`config.mk`:
```
export PLATFORM = sky130hd
export DESIGN_NAME = button_event
export DESIGN_NICKNAME = d
export VERILOG_FILES = /design/src/rtl/button_event.sv
export SDC_FILE = /design/constraint.sdc
export NUM_CORES = 1
export LEC_CHECK = 0
export ABC_CLOCK_PERIOD_IN_PS = 1500
export BUFFER_PORTS_ARGS = -buffer_cell sky130_fd_sc_hd__clkbuf_2
export CORE_MARGIN = 3
export CORE_UTILIZATION = 45
export DETAILED_ROUTE_END_ITERATION = 10
export PLACE_DENSITY = 0.68
export RECOVER_POWER = 100
export SYNTH_ARGS = -nofsm -noshare
export SYNTH_HDL_FRONTEND = slang
export SYNTH_SLANG_ARGS = --single-unit
```
`constraint.sdc`:
```
create_clock -name clk -period 1.5 [get_ports clk]
set_input_delay 0.3 -clock clk [delete_from_list [all_inputs] [get_ports clk]]
set_output_delay 0.3 -clock clk [all_outputs]
set_load 0.01 [all_outputs]
```
`src/rtl/button_event.sv`:
```
// button_event: turns one debounced button level into single-cycle UI events
// (press, release, short click, long press, auto-repeat) plus a held level.
// All hold durations are counted in tick_fast periods.
// Optional feature macro: BUTTON_EVENT_REPEAT_EN enables auto-repeat while
// long-held. When it is undefined, repeat_pulse stays 0 and the counter holds
// in the long-held state.
module button_event #(
    parameter int LONG_TICKS   = 100,
    parameter int REPEAT_TICKS = 20
) (
    input  logic clk,
    input  logic rst,
    input  logic tick_fast,
    input  logic btn_deb,
    output logic press_pulse,
    output logic release_pulse,
    output logic short_pulse,
    output logic long_pulse,
    output logic repeat_pulse,
    output logic held
);

    localparam int MAX_TICKS = (LONG_TICKS > REPEAT_TICKS) ? LONG_TICKS : REPEAT_TICKS;
    localparam int CNT_W     = $clog2(MAX_TICKS + 1);

    localparam logic [CNT_W-1:0] CNT_ZERO  = {CNT_W{1'b0}};
    localparam logic [CNT_W-1:0] CNT_ONE   = CNT_W'(1);
    localparam logic [CNT_W-1:0] LONG_LAST = CNT_W'(LONG_TICKS - 1);
`ifdef BUTTON_EVENT_REPEAT_EN
    localparam logic [CNT_W-1:0] REPEAT_LAST = CNT_W'(REPEAT_TICKS - 1);
`endif

    typedef enum logic [1:0] {
        ST_IDLE  = 2'd0,
        ST_SHORT = 2'd1,
        ST_LONG  = 2'd2
    } state_t;

    state_t           state_r, state_s;
    logic [CNT_W-1:0] cnt_r, cnt_s;
    logic             btn_q_r;
    logic             press_r, press_s;
    logic             release_r, release_s;
    logic             short_r, short_s;
    logic             long_r, long_s;
    logic             repeat_r, repeat_s;
    logic             held_r, held_s;

    // Next-state, counter and next-output decode; release wins over a coincident tick.
    always_comb begin
        state_s   = state_r;
        cnt_s     = cnt_r;
        press_s   = 1'b0;
        release_s = 1'b0;
        short_s   = 1'b0;
        long_s    = 1'b0;
        repeat_s  = 1'b0;
        case (state_r)
            ST_IDLE: begin
                // A press is a rising edge seen while idle; a tick in the
                // acceptance cycle is deliberately not counted.
                if (btn_deb && !btn_q_r) begin
                    press_s = 1'b1;
                    cnt_s   = CNT_ZERO;
                    state_s = ST_SHORT;
                end else begin
                    cnt_s   = CNT_ZERO;
                end
            end
            ST_SHORT: begin
                if (!btn_deb) begin
                    release_s = 1'b1;
                    short_s   = 1'b1;
                    cnt_s     = CNT_ZERO;
                    state_s   = ST_IDLE;
                end else if (tick_fast) begin
                    if (cnt_r == LONG_LAST) begin
                        long_s  = 1'b1;
                        cnt_s   = CNT_ZERO;
                        state_s = ST_LONG;
                    end else begin
                        cnt_s   = cnt_r + CNT_ONE;
                    end
                end else begin
                    cnt_s = cnt_r;
                end
            end
            ST_LONG: begin
                if (!btn_deb) begin
                    release_s = 1'b1;
                    cnt_s     = CNT_ZERO;
                    state_s   = ST_IDLE;
                end else begin
`ifdef BUTTON_EVENT_REPEAT_EN
                    if (tick_fast) begin
                        if (cnt_r == REPEAT_LAST) begin
                            repeat_s = 1'b1;
                            cnt_s    = CNT_ZERO;
                        end else begin
                            cnt_s    = cnt_r + CNT_ONE;
                        end
                    end else begin
                        cnt_s = cnt_r;
                    end
`else
                    cnt_s = cnt_r;
`endif
                end
            end
            default: begin
                state_s = ST_IDLE;
                cnt_s   = CNT_ZERO;
            end
        endcase
        held_s = (state_s != ST_IDLE);
    end

    // State, counter, input sample and registered outputs; btn_q resets high
    // so a button held through reset is not taken as a fresh press.
    always_ff @(posedge clk) begin
        if (rst) begin
            state_r   <= ST_IDLE;
            cnt_r     <= CNT_ZERO;
            btn_q_r   <= 1'b1;
            press_r   <= 1'b0;
            release_r <= 1'b0;
            short_r   <= 1'b0;
            long_r    <= 1'b0;
            repeat_r  <= 1'b0;
            held_r    <= 1'b0;
        end else begin
            state_r   <= state_s;
            cnt_r     <= cnt_s;
            btn_q_r   <= btn_deb;
            press_r   <= press_s;
            release_r <= release_s;
            short_r   <= short_s;
            long_r    <= long_s;
            repeat_r  <= repeat_s;
            held_r    <= held_s;
        end
    end

    assign press_pulse   = press_r;
    assign release_pulse = release_r;
    assign short_pulse   = short_r;
    assign long_pulse    = long_r;
    assign repeat_pulse  = repeat_r;
    assign held          = held_r;

endmodule

```
* Yosys cells after proc, flatten, opt, wreduce, memory -nomap -nowiden
Index checks and enable logic that the tools add are counted.
Word-level totals: bits in registers 15, memories 0, bits in writable memories 0, output and inout port bits 6, word-level logic and storage cells 43, memory bits (read-only) 0, input bits 4, latch bits 0
Operators by class: shift-type cells 0, div/mod/pow operators 0, magnitude comparators 0, mux-type cells 14, bitwise operators 5, multiply operators 0, add/subtract/negate cells 1, reductions and logical operators 10, equal/unequal tests 5
Operators by type and width (count):
- $mux W7 | 4
- $pmux W7 S2 | 1
- $mux W2 | 5
- $reduce_or A2 Y1 | 4
- $add A7 B1 Y7 const B | 1
- $eq A7 B7 Y1 const B | 1
- $pmux W2 S3 | 1
- $not A1 Y1 | 5
- $reduce_or A4 Y1 | 1
- $mux W1 | 3
- $ne A3 B3 Y1 const B | 1
- $eq A2 B1 Y1 const B | 1
- $eq A2 B2 Y1 const B | 1
- $logic_not A2 Y1 | 1
- $ne A2 B2 Y1 const B | 1
- $reduce_and A2 Y1 | 1
- $reduce_bool A2 Y1 | 1
- $logic_and A1 B1 Y1 | 1
- $logic_not A1 Y1 | 1

* Logic depth before layout (Yosys ltp)
Gate-level depths: netlist of run 1.
depth in word-level cells 6, depth in mapped cells 7

* Worst setup path after synthesis of run 1
No wires, ideal clock.
kind reg2reg, start point reg state_r[1], end point reg cnt_r[4], buffers on the path 1, setup slack -0.114 ns, data arrival time 1.545 ns, setup time 0.070 ns, stages on the path, launching flop included 8, path through dfxtp_1 -> inv_1 -> ha_1 -> nor2b_1 -> o21a_1 -> buf_6 -> or3_1 -> a21oi_1
On the way: longest elaborated chain between the ends 3
RTL lines:
- start: declaration | line 39 | state_t state_r, state_s;
- start signal: assignment | line 132 | state_r <= state_s;
- $eq A2 B1 Y1 / $eq A2 B2 Y1 (equally long branches) | line 58 | case (state_r)
- $ne A3 B3 Y1 (no line) / $ne A2 B2 Y1 (equally long branches)
- $reduce_and A2 Y1 (no line)
- end signal: assignment | line 133 | cnt_r <= cnt_s;
- end: declaration | line 40 | logic [CNT_W-1:0] cnt_r, cnt_s;
Parallel ways exist; a longest one is shown, timed or not. A chain may end at the register's enable or synchronous reset.

* Worst setup path in the final report of run 1
start point reg state_r[1], end point reg cnt_r[5]
The elaborated chain is that of the path after synthesis.

==> flow_summary.ini, run 1 <==
[power_and_ir_drop]
p_clk_share_pct = 32.8
power_density_mw_per_mm2 = 717.5
total_power_uw = 707.5
p_comb_share_pct = 9.5
ir_worst_vdd_mv = 0.5001
seqPwrFrac_pct = 57.8
p_int_uw = 538.1
leakagePower_nw = 0.3874
power.switching_uw = 169.3
swShare_pct = 23.94

[setup_path]
reg2reg_to = cnt_r[5]$_SDFFE_PP0P_
r2r_slack_ps = -50
cp-start-kind = flip-flop
crit_fanout = 6
crit_required_ps = 1730
timing_worst_setup_path_type = flip-flop to flip-flop
r2r_cells = 7
r2r-start = state_r[1]$_SDFF_PP0_
crit_arrival_ps = 1780
end_kind = flip-flop

[global_route]
antenna_found_initial = 0
first_global_vias = 618
grt_pass1_wl_mm = 2.580
grt_overflow = 0
grt_max_degree = 9
track_usage_pct = 18.04

[timing]
final_max_slew_viol_count = 0
worst_hold_slack_ps = 251.7
skew_ps = 1.242
fin_crit_ps = 1554
setup_violations = 2
hold_viol_final = 0
timing.final.crit_share_pct = 103.6
fmax_mhz = 643.3
rsz0062_at_grt = true
setup_ws_ps = -54.40

[floorplan]
die_h_um = 45.46
die_area_mm2 = 0.002067
fp.dieW_um = 45.46
rows = 13
top_level_ports = 10
core_mm2 = 0.001383
start_util_pct = 50.68

[drt]
drt_wl_total_mm = 1.644
wl_per_cell_um = 13.93
via_per_inst = 5.602
drtIter0Drc = 9
drtPass1Iterations = 4
ant_nets = 0
drc = 0
dr_total_vias = 661

[worst_hold_path]
holdPathStages = 2
min-delay-start = rst
min_delay_worst_endpoint = press_pulse$_SDFF_PP0_
hold_path.class = primary input to flip-flop

[clocking]
cts_htree_levels = 1
clock-sinks = 15
clk_pin_slew_worst_paths_ps = 90
cts_tree = done
root_buffer = clkbuf_4
clk_latency_ps = 280
cts_hold_buf = 0
cts_inserted_buffers = 3
cts_buffer_depth = 2

[yosys]
ys_ff_latch = 15
synth_top_area_cell = dfxtp_1
yosys_warnings = 0
avgSynthCellArea_um2 = 8.869
synth_commonest_cells = 15 x dfxtp_1, 8 x inv_1, 7 x o21ai_0
ys_types = 28
synth_edf_count = 0
synthDominantCellAreaShare_pct = 42.86
yosysMostFrequentCell = dfxtp_1
netlist_area_um2 = 700.7
synth.area.top_cells = dfxtp_1 43%, ha_1 8.9%, o21ai_0 5.0%
synthCells = 79
synth-seq-area-share_pct = 42.86
async_flop_share_pct = 0
synth_ff_type = dfxtp_1
syn_nets = 88

[cells_and_area]
seq_area_um2 = 307.8
stdcell_count = 118
antenna_cells = 0
nNetsFinal = 113
utilization_pct = 71.31
syn_to_final_growth_pct = 40.71
fillCellCount = 99
multi_input_area_um2 = 457.9
layout-drive-gt1-share_pct = 43.69

[run_status]
outcome = complete, but fails checks
violations = setup timing

[place]
dp_hpwl_mm = 1.100
portBuffers = 8
dp_slack_ps = -86.36
routabilityCongestion = 0.7284
place_inst = 111

[job]
drv_cap = 0
-- sequential cells by signal (all words and copies together) (netlist names) --
name	flops
cnt_r	7
state_r	2
btn_q_r	1
held	1
long_pulse	1
press_pulse	1
release_pulse	1
short_pulse	1
-- cells in the final DEF (no fill, tap or decap), types with 3 or more instances in the layout --
master    netlist  routed
dfxtp_2         0       3
clkbuf_1        0       7
a21oi_2         0       6
o21ai_0         7       5
inv_1           8       7
nor2_1          6       5
buf_4           1      11
clkbuf_4        0       4
nand2_1         3       3
dfxtp_1        15      11
-- worst max path at each step --
stage / startpoint / endpoint / cells after the start
floorplan: state_r[1]$_SDFF_PP0_ / cnt_r[4]$_SDFFE_PP0P_ / 7
global placement: state_r[1]$_SDFF_PP0_ / cnt_r[6]$_SDFFE_PP0P_ / 6
detailed placement: state_r[1]$_SDFF_PP0_ / cnt_r[3]$_SDFFE_PP0P_ / 6
CTS: state_r[1]$_SDFF_PP0_ / cnt_r[5]$_SDFFE_PP0P_ / 7
global route: state_r[1]$_SDFF_PP0_ / cnt_r[5]$_SDFFE_PP0P_ / 7
finish: state_r[1]$_SDFF_PP0_ / cnt_r[5]$_SDFFE_PP0P_ / 7
-- metal layers --
layer | GRT usage [%] | wire length (um)
met1 | 20.81 | 710
met4 | 12.28 | 70
met3 | 2.372 | 75
met2 | 30.36 | 787
met5 | 0 | 0
-- layout make-up --
class	instances	area share [%]
Inverter	8	3.046
Sequential cell	15	31.22
Tap cell	15	1.904
Multi-Input combinational cell	54	46.45
Timing Repair Buffer	22	14.72
Clock buffer	4	2.665
-- logic make-up after synthesis --
kind of cell | count (synthesis) | synth area share [%]
and+or+nand+nor | 27 | 21.25
buffers and inverters | 10 | 6.965
AOI/OAI and AO/OA | 19 | 16.79
xor gates and xnor gates | 1 | 1.250
other | 1 | 0.5352
DFF | 15 | 42.86
muxes | 1 | 1.429
adders and majority gates | 5 | 8.929
-- critical path, cell delays in order (launching register included) --
cell and delay, ps:
dfxtp_2 340, inv_2 50, ha_4 150, nor2b_4 120, o21a_4 230, buf_6 120
or3_4 360, a21oi_2 130
-- per-stage QoR --
| step | TNS (ps) | cell area (um2) |
|---|---|---|
| after CTS | -47.02 | 899.6 |
| after detailed placement | -157.4 | 840.8 |
| after floorplan | -4.715 | 718.2 |
| after global placement | -22.79 | 840.8 |
| final | -72.96 | 985.9 |
| after global routing | -415.0 | 985.9 |
-- power by group through the flow --
stage | Sequential, mW | Combinational (mW) | Clock [mW]
CTS | 0.409 | 0.0563 | 0.241
global placement | 0.418 | 0.0517 | 0
floorplan | 0.420 | 0.0292 | 0
finish | 0.409 | 0.0671 | 0.232
global route | 0.410 | 0.0740 | 0.261
detailed placement | 0.419 | 0.0526 | 0
-- repair_timing --
action	4_1_cts	5_1_grt
setup endpoints to repair	4	8
resized for setup	8	18
pin swaps	2	6
buffers inserted	1	2
Note: power is estimated with default switching activity, not from simulation.
==> run 2, diff against run 1 <==
- CTS_BUF_LIST: default -> sky130_fd_sc_hd__clkbuf_8 sky130_fd_sc_hd__clkbuf_16
- SKIP_CTS_REPAIR_TIMING: default -> 1
==> flow_summary.ini, run 2 (synthesis results as in run 1) <==
[cells_and_area]
antenna_cells = 0
layout-drive-gt1-share_pct = 41.75
utilization_pct = 71.67
fillCellCount = 101
largest_reg_flops = 7
syn_to_final_growth_pct = 41.43
stdcell_count = 118
seq_area_um2 = 307.8
nNetsFinal = 113
top_register = cnt_r
multi_input_area_um2 = 444.2
layout_common_cells = 11 x dfxtp_1, 11 x buf_4, 8 x inv_1
reg_top3 = cnt_r x7, state_r x2

[setup_path]
cp_top_family = simple AND/OR/NAND/NOR gates
cp_slowest_cell = or3_4
worstPathCellList = inv_2 -> ha_4 -> nor2b_4 -> o21a_4 -> buf_6 -> or3_4 -> a21oi_2
timing_worst_setup_path_type = flip-flop to flip-flop
crit_arrival_ps = 1740
crit_required_ps = 1680
path_buf_inv = 2
crit_fanout = 7
slowest_delay_ps = 360
cp-start-kind = flip-flop
end_kind = flip-flop

[timing]
hold_viol_final = 0
final_max_slew_viol_count = 0
skew_ps = 1.435
fin_crit_ps = 1554
rsz0062_at_grt = true
setup_ws_ps = -54.47
fmax_mhz = 643.3
final.setup.tns_ps = -54.47
setup_violations = 1
worst_hold_slack_ps = 275.7
timing.final.crit_share_pct = 103.6

[drt]
drtIter0Drc = 12
wl_per_cell_um = 13.94
via_per_inst = 5.627
drtPass1Iterations = 4
ant_nets = 0
drt_wl_total_mm = 1.645
dr_total_vias = 664
drc = 0

[place]
place_inst = 111
dp_hpwl_mm = 1.100
routabilityCongestion = 0.7284
portBuffers = 8

[global_route]
grt_pass1_wl_mm = 2.463
grt_overflow = 0
grt_max_degree = 11
antenna_found_initial = 0
track_usage_pct = 17.23
first_global_vias = 595

[run_status]
outcome = complete, but fails checks
violations = setup timing

[clocking]
cts_tree = done
cts_buffer_depth = 2
clock-sinks = 15
cts_inserted_buffers = 3
clk_latency_ps = 250
cts_htree_levels = 1
root_buffer = clkbuf_8
clk_pin_slew_worst_paths_ps = 60

[floorplan]
core_mm2 = 0.001383
fp.dieW_um = 45.46
rows = 13
start_util_pct = 50.68
die_area_mm2 = 0.002067
die_h_um = 45.46
top_level_ports = 10

[worst_hold_path]
hold_path.class = primary input to flip-flop

[power_and_ir_drop]
ir_worst_vdd_mv = 0.4919
leakagePower_nw = 0.3974
total_power_uw = 796.6
power_density_mw_per_mm2 = 803.8

[job]
drv_cap = 0
## run 2: cell types whose count changed in the layout (fill, tap and decap cells not counted), sizes merged
cell,delta
inv,+1
clkbuf,-1
## run 2: stage by stage
step	area, um2	setup WS, ps
2_1_floorplan	718.2	-4.715
3_3_place_gp	840.8	-11.75
3_5_place_dp	840.8	-86.36
4_1_cts	885.9	-113.6
5_1_grt	991.0	-90.43
6_report	991.0	-54.47
## run 2: path summary, 6_finish.rpt
| check | startpoint | to | slack, ps | cells past startpoint |
|---|---|---|---|---|
| worst max-delay path | state_r[1]$_SDFF_PP0_ | cnt_r[5]$_SDFFE_PP0P_ | -50 | 7 |
| worst min-delay path | rst | press_pulse$_SDFF_PP0_ | 280 | 2 |
| worst max register to register | state_r[1]$_SDFF_PP0_ | cnt_r[5]$_SDFFE_PP0P_ | -50 | 7 |
| worst min register to register | btn_q_r$_SDFF_PP1_ | press_pulse$_SDFF_PP0_ | 450 | 1 |
## run 2: cell type report
| type | instances | share of cell area, % |
|---|---|---|
| clock inverter | 1 | 0.3788 |
| multi-input combinational | 54 | 44.82 |
| sequential | 15 | 31.06 |
| tap | 15 | 1.894 |
| inverter | 8 | 3.030 |
| clock buffer | 3 | 4.167 |
| timing repair buffer | 22 | 14.65 |
## run 2: routing by layer
metal	global-route usage, %	wire length [um]
met1	20.33	742
met2	27.30	825
met3	3.557	50
met4	12.28	27
met5	0	0
## run 2: power breakdown
part / switching [mW] / total (mW) / internal, mW
registers: 0.00476 / 0.410 / 0.405
clock network: 0.141 / 0.322 / 0.181
logic: 0.0354 / 0.0648 / 0.0293
==> run 3, diff against run 2 <==
- SETUP_SLACK_MARGIN: default -> 0.15
==> flow_summary.ini, run 3 (synthesis results as in run 1) <==
[run_status]
outcome = complete, but fails checks
violations = setup timing

[drt]
via_per_inst = 5.445
dr_total_vias = 599
drc = 0
wl_per_cell_um = 12.81
drtPass1Iterations = 4
drtIter0Drc = 5
ant_nets = 0
drt_wl_total_mm = 1.409

[global_route]
first_global_vias = 582
use_met1_pct = 22.54
use_met2_pct = 28.13
grt_pass1_wl_mm = 2.594
antenna_found_initial = 0
grt_overflow = 0
grt_max_degree = 12
track_usage_pct = 18.06
top_usage_layer = met2
grtUsageMet3_pct = 5.138

[setup_path]
crit_arrival_ps = 1700
cp_slowest_cell = dfxtp_1
timing_worst_setup_path_type = flip-flop to flip-flop
crit_fanout = 11
end_kind = flip-flop
crit_required_ps = 1680
slowest_delay_ps = 420
cp-start-kind = flip-flop
worstPathCellList = inv_1 -> ha_2 -> o21a_2 -> or3_1 -> a21oi_2

[timing]
fin_crit_ps = 1517
setup_violations = 2
fmax_mhz = 659.3
final_max_slew_viol_count = 0
setup_ws_ps = -16.78
skew_ps = 1.464
hold_viol_final = 0
timing.final.crit_share_pct = 101.1
rsz0062_at_grt = true

[power_and_ir_drop]
p_int_uw = 611.2
power.switching_uw = 179.2
p_comb_share_pct = 6.6
swShare_pct = 22.67
leakagePower_nw = 0.3470
ir_worst_vdd_mv = 0.5944
power_density_mw_per_mm2 = 888.4
p_clk_share_pct = 41.5
total_power_uw = 790.4
seqPwrFrac_pct = 51.9

[clocking]
cts_htree_levels = 1
root_buffer = clkbuf_8
clk_pin_slew_worst_paths_ps = 60
cts_tree = done
clock-sinks = 15
cts_inserted_buffers = 3
clk_latency_ps = 250
cts_buffer_depth = 2

[cells_and_area]
reg_top3 = cnt_r x7, state_r x2
largest_reg_flops = 7
final_common_cell = dfxtp_1
nNetsFinal = 105
antenna_cells = 0
layout-drive-gt1-share_pct = 31.58
postLayoutCellArea_um2 = 889.6
top_register = cnt_r
layout_common_cells = 12 x dfxtp_1, 7 x inv_1, 7 x o21ai_0
syn_to_final_growth_pct = 26.96

[floorplan]
die_area_mm2 = 0.002067
die_h_um = 45.46
core_mm2 = 0.001383
fp.dieW_um = 45.46
rows = 13
start_util_pct = 50.68
top_level_ports = 10

[place]
dp_slack_ps = -34.96
post_dp_cell_area_um2 = 847.1
routabilityCongestion = 0.7627
portBuffers = 8
dp_hpwl_mm = 1.139

[job]
drv_cap = 0

[worst_hold_path]
hold_path.class = primary input to flip-flop
## run 3: layer usage
metal / part of all wire [%] / vias up
met1: 48 / 282
met5: 0 / -
met3: 3.5 / 4
li1: - / 304
met4: 1.6 / 0
met2: 46 / 9
## run 3: critical path: cells and delay by family, from the launching register on
family	cells	cell delay, ps
buffers and inverters	1	100
AO/OA/AOI/OAI	2	400
flip-flops	1	420
AND/OR/NAND/NOR	1	340
adder cells (fa/ha/maj)	1	200
## run 3: power groups by stage
stage                     Combinational [mW]  Sequential, mW  Clock [mW]
final                                 0.0525           0.410       0.328
after global routing                  0.0595           0.410       0.355
after CTS                             0.0541           0.411       0.333
after detailed placement              0.0536           0.419           0
after global placement                0.0521           0.419           0
after floorplan                       0.0317           0.421           0
## run 3: final cells by class
class	instances	area, um2
fill	121	493.0
clock buffer	3	41.29
clock inverter	1	5.005
tap	15	18.77
inverter	8	30.03
timing repair buffer	14	77.57
multi-input combinational	54	412.9
sequential	15	304.0
## run 3: final timing paths
| check | start | to | slack (ps) | cells after the start |
|---|---|---|---|---|
| min reg2reg | btn_q_r$_SDFF_PP1_ | press_pulse$_SDFF_PP0_ | 450 | 1 |
| min | rst | press_pulse$_SDFF_PP0_ | 290 | 2 |
| max reg2reg | state_r[0]$_SDFF_PP0_ | cnt_r[5]$_SDFFE_PP0P_ | -20 | 5 |
| max | state_r[0]$_SDFF_PP0_ | cnt_r[5]$_SDFFE_PP0P_ | -20 | 5 |
## run 3: per-stage QoR
stage	util [%]	cells	TNS, ps	hold slack [ps]
after floorplan	-	79	0	371.7
after global placement	61.27	106	0	432.3
after detailed placement	61.27	106	-51.05	438.5
after CTS	64.62	110	-80.72	282.3
after global routing	64.34	110	-539.9	299.1
final	64.34	110	-19.43	285.8
